--- src/rtl/ulpb_sleep_ctrl.sv ---
// Always-on power sequencer for the layer domain.
// Stages power, clock, isolation and reset on wake; reverses them on sleep.
module ulpb_sleep_ctrl #(
    parameter logic                 HOLD      = 1'b1,
    parameter logic                 RELEASE   = 1'b0,
    parameter int                   DLY_WIDTH = 4,
    parameter logic [DLY_WIDTH-1:0] PWR_DLY   = 4'd8,
    parameter logic [DLY_WIDTH-1:0] CLK_DLY   = 4'd2,
    parameter logic [DLY_WIDTH-1:0] ISO_DLY   = 4'd2
) (
    input  logic CLK,
    input  logic RESET,
    input  logic WAKEUP_REQ,
    input  logic SLEEP_REQ,
    output logic POWER_ON,
    output logic RELEASE_CLK,
    output logic RELEASE_ISO,
    output logic RELEASE_RST,
    output logic AWAKE,
    output logic BUSY
);

    localparam logic [2:0] S_ASLEEP = 3'd0;
    localparam logic [2:0] S_PWR_UP = 3'd1;
    localparam logic [2:0] S_CLK_UP = 3'd2;
    localparam logic [2:0] S_ISO_UP = 3'd3;
    localparam logic [2:0] S_AWAKE  = 3'd4;
    localparam logic [2:0] S_RST_DN = 3'd5;
    localparam logic [2:0] S_ISO_DN = 3'd6;
    localparam logic [2:0] S_CLK_DN = 3'd7;

    localparam logic [DLY_WIDTH-1:0] ONE  = 1;
    localparam logic [DLY_WIDTH-1:0] ZERO = '0;

    // A zero dwell behaves as one cycle, so the counter loads DLY-1 floored at 0.
    function automatic logic [DLY_WIDTH-1:0] dwell(
        input logic [DLY_WIDTH-1:0] d
    );
        return (d == ZERO) ? ZERO : d - ONE;
    endfunction

    logic [2:0]           state_q, state_d;
    logic [DLY_WIDTH-1:0] cnt_q, cnt_d;
    logic                 pwr_q, pwr_d;
    logic                 clk_q, clk_d;
    logic                 iso_q, iso_d;
    logic                 rst_q, rst_d;
    logic                 awake_q, awake_d;
    logic                 busy_q, busy_d;
    logic                 expired;

    assign expired = (cnt_q == ZERO);

    always_comb begin
        state_d = state_q;
        cnt_d   = cnt_q;
        pwr_d   = pwr_q;
        clk_d   = clk_q;
        iso_d   = iso_q;
        rst_d   = rst_q;
        case (state_q)
            S_ASLEEP: begin
                if (WAKEUP_REQ) begin
                    pwr_d   = RELEASE;
                    cnt_d   = dwell(PWR_DLY);
                    state_d = S_PWR_UP;
                end
            end
            S_PWR_UP: begin
                if (!expired) begin
                    cnt_d = cnt_q - ONE;
                end else begin
                    clk_d   = RELEASE;
                    cnt_d   = dwell(CLK_DLY);
                    state_d = S_CLK_UP;
                end
            end
            S_CLK_UP: begin
                if (!expired) begin
                    cnt_d = cnt_q - ONE;
                end else begin
                    iso_d   = RELEASE;
                    cnt_d   = dwell(ISO_DLY);
                    state_d = S_ISO_UP;
                end
            end
            S_ISO_UP: begin
                if (!expired) begin
                    cnt_d = cnt_q - ONE;
                end else begin
                    rst_d   = RELEASE;
                    state_d = S_AWAKE;
                end
            end
            S_AWAKE: begin
                // A concurrent wake request keeps the layer up.
                if (SLEEP_REQ && !WAKEUP_REQ) begin
                    rst_d   = HOLD;
                    cnt_d   = dwell(ISO_DLY);
                    state_d = S_RST_DN;
                end
            end
            S_RST_DN: begin
                if (!expired) begin
                    cnt_d = cnt_q - ONE;
                end else begin
                    iso_d   = HOLD;
                    cnt_d   = dwell(CLK_DLY);
                    state_d = S_ISO_DN;
                end
            end
            S_ISO_DN: begin
                if (!expired) begin
                    cnt_d = cnt_q - ONE;
                end else begin
                    clk_d   = HOLD;
                    cnt_d   = dwell(PWR_DLY);
                    state_d = S_CLK_DN;
                end
            end
            S_CLK_DN: begin
                if (!expired) begin
                    cnt_d = cnt_q - ONE;
                end else begin
                    pwr_d   = HOLD;
                    state_d = S_ASLEEP;
                end
            end
            default: begin
                state_d = S_ASLEEP;
                cnt_d   = ZERO;
                pwr_d   = HOLD;
                clk_d   = HOLD;
                iso_d   = HOLD;
                rst_d   = HOLD;
            end
        endcase
        awake_d = (state_d == S_AWAKE);
        busy_d  = (state_d != S_AWAKE) && (state_d != S_ASLEEP);
    end

    always_ff @(posedge CLK) begin
        if (RESET) begin
            state_q <= S_ASLEEP;
            cnt_q   <= ZERO;
            pwr_q   <= HOLD;
            clk_q   <= HOLD;
            iso_q   <= HOLD;
            rst_q   <= HOLD;
            awake_q <= 1'b0;
            busy_q  <= 1'b0;
        end else begin
            state_q <= state_d;
            cnt_q   <= cnt_d;
            pwr_q   <= pwr_d;
            clk_q   <= clk_d;
            iso_q   <= iso_d;
            rst_q   <= rst_d;
            awake_q <= awake_d;
            busy_q  <= busy_d;
        end
    end

    assign POWER_ON    = pwr_q;
    assign RELEASE_CLK = clk_q;
    assign RELEASE_ISO = iso_q;
    assign RELEASE_RST = rst_q;
    assign AWAKE       = awake_q;
    assign BUSY        = busy_q;

endmodule

--- config.mk ---
export PLATFORM = sky130hd
export DESIGN_NAME = ulpb_sleep_ctrl
export DESIGN_NICKNAME = d
export VERILOG_FILES = /design/src/rtl/ulpb_sleep_ctrl.sv
export SDC_FILE = /design/constraint.sdc
export NUM_CORES = 1
export LEC_CHECK = 0
export CAP_MARGIN = 20
export CORE_AREA = 3 3 43 45
export DETAILED_ROUTE_END_ITERATION = 16
export DIE_AREA = 0 0 46 48
export GPL_TIMING_DRIVEN = 0
export PLACE_DENSITY = 0.7
export SYNTH_ARGS = -nofsm -noshare
export SYNTH_HDL_FRONTEND = slang
export SYNTH_SLANG_ARGS = --single-unit
--- constraint.sdc ---
create_clock -name CLK -period 1.8 [get_ports CLK]
set_clock_uncertainty 0.2 [all_clocks]
set_input_delay 0.27 -clock CLK [delete_from_list [all_inputs] [get_ports CLK]]
set_output_delay 0.27 -clock CLK [all_outputs]
set_load 0.01 [all_outputs]
==> flow_summary.ini <==
[floorplan]
rows = 14
die_x_um = 46
dieArea_um2 = 2210
initial_utilization = 0.459
die_height_um = 48
boundaryPins = 10
coreArea_um2 = 1510

[timing]
tightest_slew_ns = 0.472
hold-worst-slack_ns = 0.288
min_period_ns = 1.74
fin_crit_sh = 0.968
finalSetupViolCount = 0
fin_ws_ns = 0.0573
hold_viol_final = 0
clock.fmax_mhz = 574
drv_slew = 0
relSlewSlack = 0.685

[critical_path]
critPathLaunch = cnt_q[1]$_SDFFE_PP0P_
r2r-start = cnt_q[1]$_SDFFE_PP0P_
arrival_ns = 1.76
crit_path_start_kind = register
max_stage_delay_ns = 0.46
worstPathRequired_ns = 1.82
worstSetupEndpointType = register
crit_type = reg2reg
path_cells = inv_1, ha_2, nor3b_2, buf_6, or4b_1, a21oi_1
slowest_stage = or4b_1
crit_fanout = 10

[hold_path]
hp-start = RELEASE_RST$_SDFFE_PP1P_
min_path_type = reg2reg

[placed_design]
pre_cts_slack_ns = -0.0408
routabilityCongestion = 0.791
place_hpwl_um = 1010
place_area_um2 = 802
portBuffers = 9

[synth]
synthMuxAreaShare = 0.0145
syn_nets = 87
synth_area_per_cell_um2 = 8.54
synth-seq-cells = 13
synth_cell_type_count = 32
synth_compound_area_frac = 0.221
synth-warning-count = 0
synth_fa_ha_area_frac = 0.0362
netlist_instances = 81
synthSimpleGateAreaFrac = 0.257
synth_top_family_by_area = simple AND/OR/NAND/NOR gates
seq_area_frac_synth = 0.376
synth_xor_area_frac = 0.0127
netlist_area_um2 = 692

[clock_network]
clkLatencyLatePin_ns = 0.28
cts_made_buffers = 3
cts_buffer_depth = 2
tritoncts = yes
cts_root_buffer = clkbuf_4
holdBufCountCts = 0
cts_max_level = 1
clock-sinks = 13
path_clk_slew_ns = 0.08

[power]
p_total_mw = 1.07
powerDensity_nw_per_um2 = 1230
vdd_drop_max_v = 0.000734
power.leakage_nw = 0.353

[global_route]
grt_pass1_wl_um = 2440
antenna_found_initial = 0
grt_max_degree = 11
overflow = 0
grt_use_total = 0.161
grt_pass1_vias = 521

[finish]
layout_common_cells = dfxtp_1 (11), clkdlybuf4s50_1 (9), a21oi_1 (8), nor2_1 (7)
fillerInstances = 136
seqCellArea_um2 = 263
final_net_count = 103
fin_area_um2 = 867
drive_above_1_share = 0.177
area_delta_synth_final_pct = 25.3
layout_commonest_cell = dfxtp_1
antenna_cells = 0
multi_input_area_um2 = 395

[detailed_routing]
wirelength_um = 1570
drc = 0
first_iter_violations = 15
final_antenna_net_count = 0
vias_per_cell = 5.59
wl_per_cell_um = 14.0
vias = 626
drt_first_pass_iters = 4

[run_status]
outcome = complete, no violations

[job]
cap_violations = 0
[critical path: cells and delay by family, from the launching register on]
kind / cells / cell delay, ns
AO/OA/AOI/OAI: 1 / 0.15
AND/OR/NAND/NOR: 2 / 0.62
adder cells (fa/ha/maj): 1 / 0.17
buffers and inverters: 2 / 0.20
flip-flops: 1 / 0.33
[sequential cells by signal (all words and copies together), names as in the netlist]
register and cells:
RELEASE_ISO 1, AWAKE 1, cnt_q 4, BUSY 1, RELEASE_CLK 1, RELEASE_RST 1
state_q 3, POWER_ON 1
[synthesized netlist by cell type, drive strengths merged]
cell	n	area (µm²)
a211oi	2	15.0
a21oi	8	40.0
a221oi	1	8.76
a22oi	1	7.51
a31oi	2	12.5
and3	2	17.5
buf	4	35.0
clkbuf	2	7.51
dfxtp	13	260
ha	2	25.0
inv	4	15.0
mux2i	1	10.0
nand2	5	18.8
nand2b	4	25.0
nand3b	3	35.0
nor2	7	26.3
nor2b	1	6.26
nor3	5	25.0
nor3b	1	7.51
o211ai	1	7.51
o21ai	4	20.0
o21bai	2	15.0
o221ai	1	8.76
o2bb2ai	1	8.76
o41ai	1	8.76
or3	1	6.26
or4b	1	10.0
xnor2	1	8.76
[path summary, 6_finish.rpt]
| kind | endpoint | slack (ns) | depth (start not counted) |
|---|---|---|---|
| worst min register to register | RELEASE_RST$_SDFFE_PP1P_ | 0.29 | 2 |
| worst max-delay path | cnt_q[3]$_SDFFE_PP0P_ | 0.06 | 6 |
| worst max register to register | cnt_q[3]$_SDFFE_PP0P_ | 0.06 | 6 |
| worst min-delay path | RELEASE_RST$_SDFFE_PP1P_ | 0.29 | 2 |
[routing by layer]
layer / wire length [µm] / GRT usage / part of all wire
met1: 747 / 0.198 / 0.47
met2: 717 / 0.236 / 0.46
met3: 71 / 0.0564 / 0.045
met4: 36 / 0.102 / 0.023
met5: 0 / 0 / 0
[repair_timing]
item                       CTS  global route
buffers inserted             1             1
setup endpoints to repair    2             8
resized for setup            1             5
pin swaps                    0             2
[final cells by class]
| type | count | share of cell area |
|---|---|---|
| Sequential cell | 13 | 0.303 |
| Buffer | 6 | 0.0491 |
| Tap cell | 16 | 0.0231 |
| Multi-Input combinational cell | 58 | 0.456 |
| Timing Repair Buffer | 11 | 0.121 |
| Clock buffer | 4 | 0.0303 |
| Inverter | 4 | 0.0173 |
[kinds of logic after synthesis]
family          Yosys count
simple gates             30
compound gates           24
flops                    13
buf+inv                  10
fa+ha+maj                 2
xor+xnor                  1
mux                       1
[per-stage QoR]
stage          instances  utilization  setup TNS [ns]
2_1_floorplan         81            -               0
4_1_cts              111        0.556               0
3_5_place_dp         106        0.532         -0.0571
6_report             112        0.576               0
3_3_place_gp         106        0.532         -0.0127
5_1_grt              112        0.576        -0.00880
[power by group]
group | internal, mW | switching (mW)
combinational | 0.237 | 0.247
clock | 0.0862 | 0.0988
sequential | 0.354 | 0.0433
total | 0.677 | 0.390
Note: power is estimated with default switching activity, not from simulation.
